==> src/rtl/ula_pkg.sv <==
// Shared definitions for the ULA and its command/result sequencer:
// operand width, op_sel codes and the sequencer state encoding.
package ula_pkg;

    localparam int ULA_WIDTH = 6;

    // op_sel codes in logic mode (modo=1)
    localparam logic [2:0] OP_AND  = 3'b000;
    localparam logic [2:0] OP_OR   = 3'b001;
    localparam logic [2:0] OP_XOR  = 3'b010;
    localparam logic [2:0] OP_NOT  = 3'b011;
    localparam logic [2:0] OP_NAND = 3'b100;
    localparam logic [2:0] OP_NOR  = 3'b101;
    localparam logic [2:0] OP_XNOR = 3'b110;
    localparam logic [2:0] OP_PASS = 3'b111;

    // op_sel codes in arithmetic mode (modo=0)
    localparam logic [2:0] OP_ADD  = 3'b000;
    localparam logic [2:0] OP_SUB  = 3'b001;
    localparam logic [2:0] OP_INC  = 3'b010;
    localparam logic [2:0] OP_DEC  = 3'b011;

    typedef enum logic [1:0] {
        IDLE = 2'd0,
        EXEC = 2'd1,
        DONE = 2'd2
    } state_t;

endpackage

==> src/rtl/ula_sequencer.sv <==
// Command front end and result stage for the ULA.
// Ports: clk/reset (async, active-low); cmd_* valid/ready command in;
//   ula_* registered operands out and raw ULA results in;
//   res_* valid/ready result out; acc = last delivered result;
//   op_count = delivered results, wrapping modulo 2^CNT_W.
module ula_sequencer
    import ula_pkg::*;
#(
    parameter int WIDTH = ULA_WIDTH,
    parameter int CNT_W = 8
) (
    input  logic             clk,
    input  logic             reset,
    input  logic             cmd_valid,
    output logic             cmd_ready,
    input  logic [WIDTH-1:0] cmd_a,
    input  logic [WIDTH-1:0] cmd_b,
    input  logic [2:0]       cmd_op,
    input  logic             cmd_modo,
    input  logic             cmd_use_acc,
    output logic [WIDTH-1:0] ula_a,
    output logic [WIDTH-1:0] ula_b,
    output logic [2:0]       ula_op_sel,
    output logic             ula_modo,
    input  logic [WIDTH-1:0] ula_o,
    input  logic             ula_carry,
    input  logic             ula_zero,
    output logic             res_valid,
    input  logic             res_ready,
    output logic [WIDTH-1:0] res_o,
    output logic             res_carry,
    output logic             res_zero,
    output logic [WIDTH-1:0] acc,
    output logic [CNT_W-1:0] op_count
);

    state_t           r_state;
    logic             r_cmd_ready;
    logic [WIDTH-1:0] r_ula_a;
    logic [WIDTH-1:0] r_ula_b;
    logic [2:0]       r_ula_op;
    logic             r_ula_modo;
    logic             r_res_valid;
    logic [WIDTH-1:0] r_res_o;
    logic             r_res_carry;
    logic             r_res_zero;
    logic [WIDTH-1:0] r_acc;
    logic [CNT_W-1:0] r_cnt;

    logic [WIDTH-1:0] w_opa;

    assign w_opa = cmd_use_acc ? r_acc : cmd_a;

    // cmd_ready is registered, so it stays low for the first
    // cycle after reset release and no command is taken then.
    always_ff @(posedge clk or negedge reset) begin
        if (!reset) begin
            r_state     <= IDLE;
            r_cmd_ready <= 1'b0;
            r_ula_a     <= '0;
            r_ula_b     <= '0;
            r_ula_op    <= '0;
            r_ula_modo  <= 1'b0;
            r_res_valid <= 1'b0;
            r_res_o     <= '0;
            r_res_carry <= 1'b0;
            r_res_zero  <= 1'b0;
            r_acc       <= '0;
            r_cnt       <= '0;
        end else begin
            unique case (r_state)
                IDLE: begin
                    r_cmd_ready <= 1'b1;
                    if (r_cmd_ready && cmd_valid) begin
                        r_ula_a     <= w_opa;
                        r_ula_b     <= cmd_b;
                        r_ula_op    <= cmd_op;
                        r_ula_modo  <= cmd_modo;
                        r_cmd_ready <= 1'b0;
                        r_state     <= EXEC;
                    end
                end
                EXEC: begin
                    r_res_o     <= ula_o;
                    r_res_carry <= ula_carry;
                    r_res_zero  <= ula_zero;
                    r_res_valid <= 1'b1;
                    r_state     <= DONE;
                end
                DONE: begin
                    if (res_ready) begin
                        r_acc       <= r_res_o;
                        r_cnt       <= r_cnt + 1'b1;
                        r_res_valid <= 1'b0;
                        r_cmd_ready <= 1'b1;
                        r_state     <= IDLE;
                    end
                end
                default: begin
                    r_cmd_ready <= 1'b0;
                    r_res_valid <= 1'b0;
                    r_state     <= IDLE;
                end
            endcase
        end
    end

    assign cmd_ready  = r_cmd_ready;
    assign ula_a      = r_ula_a;
    assign ula_b      = r_ula_b;
    assign ula_op_sel = r_ula_op;
    assign ula_modo   = r_ula_modo;
    assign res_valid  = r_res_valid;
    assign res_o      = r_res_o;
    assign res_carry  = r_res_carry;
    assign res_zero   = r_res_zero;
    assign acc        = r_acc;
    assign op_count   = r_cnt;

endmodule
==> config.mk <==
export PLATFORM = sky130hd
export DESIGN_NAME = ula_sequencer
export DESIGN_NICKNAME = d
export VERILOG_FILES = /design/src/rtl/ula_pkg.sv /design/src/rtl/ula_sequencer.sv
export SDC_FILE = /design/constraint.sdc
export NUM_CORES = 1
export LEC_CHECK = 0
export ABC_AREA = 1
export BUFFER_PORTS_ARGS = -buffer_cell sky130_fd_sc_hd__buf_2
export CORE_ASPECT_RATIO = 1.2
export CORE_MARGIN = 2
export CORE_UTILIZATION = 43
export CTS_CLUSTER_SIZE = 16
export DETAILED_ROUTE_END_ITERATION = 10
export GPL_TIMING_DRIVEN = 1
export PLACE_DENSITY_LB_ADDON = 0.3
export SLEW_MARGIN = 15
export SYNTH_ARGS = -nofsm -noshare
export SYNTH_HDL_FRONTEND = slang
export SYNTH_SLANG_ARGS = --single-unit
==> constraint.sdc <==
create_clock -name clk -period 1.47 [get_ports clk]
set_clock_uncertainty 0.2 [all_clocks]
set_input_delay 0.294 -clock clk [delete_from_list [all_inputs] [get_ports clk]]
set_output_delay 0.294 -clock clk [all_outputs]
set_load 0.05 [all_outputs]
* Word level (Yosys, flattened, before mapping) *
Index checks and enable logic that the tools add are counted.
W data, S select, Z words.

word-level totals
  bits in registers = 42
  input port bits = 29

operators by class
  add/subtract/negate cells = 1
  eq/ne operators = 4
  muxes and demuxes = 9
  bitwise operators = 2
  reduce and logical (&&, ||, !) cells = 7

operators with widths
  operator               number
  $reduce_and A2 Y1      5
  $add A8 B1 Y8 const B  1
  $mux W6                1
  $pmux W1 S3            2
  $pmux W2 S3            1
  $mux W2                2
  $ne A2 B2 Y1 const B   2
  $mux W1                3
  $eq A2 B1 Y1 const B   1
  $eq A2 B2 Y1 const B   1
  $logic_not A2 Y1       1
  $not A1 Y1             2
  $logic_and A1 B1 Y1    1

* Depth between registers and ports, before layout *
  depth after elaboration = 3
  mapped depth = 7
  gate-level depth less buffers = 7

* Worst setup path after synthesis *
No wires, ideal clock.

  kind = register -> register
  from = reg r_cnt[0], in the netlist op_count[0]
  to = reg r_cnt[6], in the netlist op_count[6]
  arrival = 1354 ps
  path slack = -197 ps
  stages on the path, launching flop included = 7
  clock period less this slack = 1667 ps
  cell sequence = dfrtp_1 ha_1 nand3_1 nor2_2 nand3_1 nand2_1 inv_1

between the ends
  longest elaborated chain between the ends = 1

ends and longest elaborated chain
  what                    RTL line             RTL
  from (decl)             ula_sequencer.sv:48  logic [CNT_W-1:0] r_cnt;
  from (signal assigned)  ula_sequencer.sv:93  r_cnt <= r_cnt + 1'b1;
  $add A8 B1 Y8           ula_sequencer.sv:93

Every way passes these cells.
A chain may end at the register's enable or synchronous reset.

* Final worst setup path *
  from = reg r_acc[0], in the netlist acc[0]
  to = out acc[0]

RTL lines
  what                    RTL line             RTL
  from (decl)             ula_sequencer.sv:47  logic [WIDTH-1:0] r_acc;
  from (signal assigned)  ula_sequencer.sv:92  r_acc <= r_res_o;
  to (decl)               ula_sequencer.sv:33  output logic [WIDTH-1:0] acc,

No word-level cell between the ends.

==> flow_summary.ini <==
[status]
status = complete, no violations

[clock_network]
clk_pin_slew_ps = 80
clk_latency_ps = 300
cts_tree = done
cts_buffers = 5
cts.sinks = 42
h-tree-depth = 2
clock_path_buffers = 2
root_buffer = clkbuf_8

[timing]
fin_setup_tns_ps = 0
slew_violations = 0
setup_viol = 0
hold_viol_final = 0
slew_headroom = 0.834
max_freq_mhz = 691
rsz0062_at_grt = false
timing.final.crit_share = 0.984
worstMarginPinSlew_ps = 247
timing.final.crit_period_ps = 1450
whs_ps = 10.9

[logic_synthesis]
synthFlopType = dfrtp_1
synth_sequential_area_ratio = 0.593
synth_edf_count = 0
yosys.area.top_type = dfrtp_1
ys_types = 25
yosys.cell_count.top_type = nand2_1
syn_area_um2 = 1770
syn_inst = 196
yosysWarnings = 0
synth_commonest_cells = 78 x nand2_1, 42 x dfrtp_1, 20 x inv_1
syn_nets = 226
synth_seq_cells = 42
netlist.area_leader.share = 0.593
synth-async-reset-ratio = 1.00
syn_avg_cell_area_um2 = 9.04
synth_area_leaders = dfrtp_1 59%, nand2_1 17%, inv_1 4.2%

[floorplanning]
die_x_um = 62.6
rows = 25
die_area_um2 = 4650
initial_core_util = 0.450
io_pins = 69
coreArea_um2 = 3940
die_h_um = 74.3

[finish]
area_growth_pct = 40.8
drive_above_1_share = 0.348
final_area_um2 = 2490
final_cells = 341
nets = 316
antennaDiodeCount = 0
final_core_util = 0.633

[setup_path]
slowest_delay_ps = 380
crit_chain = buf_2
required_ps = 980
critPathBufInv = 1
cp_top_family = flip-flops
startpoint_type = flip-flop
slowest_stage = dfrtp_1
endpoint_kind = output port
critical_path_arrival_ps = 950
path_max_fanout = 3
setup.worst_path.class = reg -> out

[route]
drt_iter0_markers = 103
wl_per_cell_um = 11.8
drt_wl_total_um = 4020
vias = 1525
route.detailed.drc = 0
viasPerCell = 4.47
first_pass_iters = 4
ant_nets = 0

[grt]
grt_max_degree = 43
antenna_found_initial = 0
track_usage = 0.185
grt_pass1_vias = 1378
grt_overflow = 0
grt_pass1_wl_um = 6550

[placed_design]
dp.cells = 318
place.gp.congestion = 0.741
post_dp_cell_area_um2 = 2210
dp_hpwl_um = 2730
io_buffers = 68

[pwr]
peakVddDrop_uv = 1160
cellPowerDensity_nw_per_um2 = 2650
p_leak_uw = 0.00138

[hold_path]
hold_class = in -> reg

[job]
cap_viol_max_count = 0
## metrics by stage
| step | total power (µW) | setup slack (ps) |
|---|---|---|
| after floorplan | 4710 | -32.5 |
| after global placement | 5560 | 141 |
| after detailed placement | 5610 | 98.9 |
| after CTS | 6560 | 3.25 |
| after global routing | 7050 | 0.0508 |
| final | 6600 | 23.4 |
## per-layer routing
metal  vias up  track usage  routed length (µm)
met5         -            0                   0
met4         0       0.0963                  78
met3         6       0.0484                 202
met2        39        0.290                2060
met1       701        0.241                1670
li1        779            -                   -
## cell type report
class | count | area (µm²)
clock inverter | 1 | 30.0
sequential | 42 | 1060
inverter | 22 | 87.6
clock buffer | 7 | 76.3
multi-input combinational | 127 | 603
tap | 54 | 67.6
fill | 367 | 1450
timing repair buffer | 88 | 574
## final timing paths
path                       cells past startpoint  slack [ps]        from         to
max in group asynchronous                      3         560       reset  cmd_ready
min                                            3          10    cmd_b[0]   ula_b[0]
max                                            1          20      acc[0]     acc[0]
min reg2reg                                    2         280   res_valid  res_valid
min in group asynchronous                      3         300       reset     acc[2]
max reg2reg                                    6         110  r_state[0]   ula_b[0]
## timing repair
| action | in CTS | in global routing |
|---|---|---|
| setup endpoints to repair | 7 | 8 |
| endpoints found under the hold margin | 51 | 0 |
| hold buffers | 10 | 0 |
| setup buffers | 0 | 5 |
| pin swaps | 0 | 1 |
| gates resized for setup | 7 | 8 |
## where the power goes
group	total (µW)	switching (µW)	internal (µW)	leakage, µW
Sequential	2020	341	1680	0.000502
Combinational	3690	2690	999	0.000824
Clock	887	379	508	0.0000524
## cell families (layout without fill, tap and decap cells)
| logic type | Yosys count | after routing | synth area share |
|---|---|---|---|
| flops | 42 | 42 | 0.593 |
| buf+inv | 27 | 118 | 0.0692 |
| simple gates | 99 | 99 | 0.239 |
| fa+ha+maj | 1 | 1 | 0.00706 |
| xor+xnor | 4 | 4 | 0.0198 |
| compound gates | 21 | 21 | 0.0593 |
| mux | 2 | 2 | 0.0127 |
## layout by cell type (no fill, tap or decap), drive strengths merged
cell type	synthesis	layout
ha	1	1
clkbuf	1	11
dfrtp	42	42
nand4	1	1
nand2	81	81
nand3	6	6
nor2	10	10
inv	22	22
xor2	2	2
xnor2	2	2
mux2	2	2
nand3b	1	1
a21oi	7	7
buf	4	74
bufinv	0	1
dlygate4sd3	0	10
o21ai	14	14
## registers in the layout (all words and copies together), names as in the netlist, 2 cells and up
name / count
acc: 6
op_count: 8
ula_op_sel: 3
ula_b: 6
ula_a: 6
res_o: 6
r_state: 2
## worst min-delay path: cells and delay by family
kind                   cells  cell delay, ps
buffers and inverters      1              80
AND/OR/NAND/NOR            2             100
(Power assumes the default switching activity.)
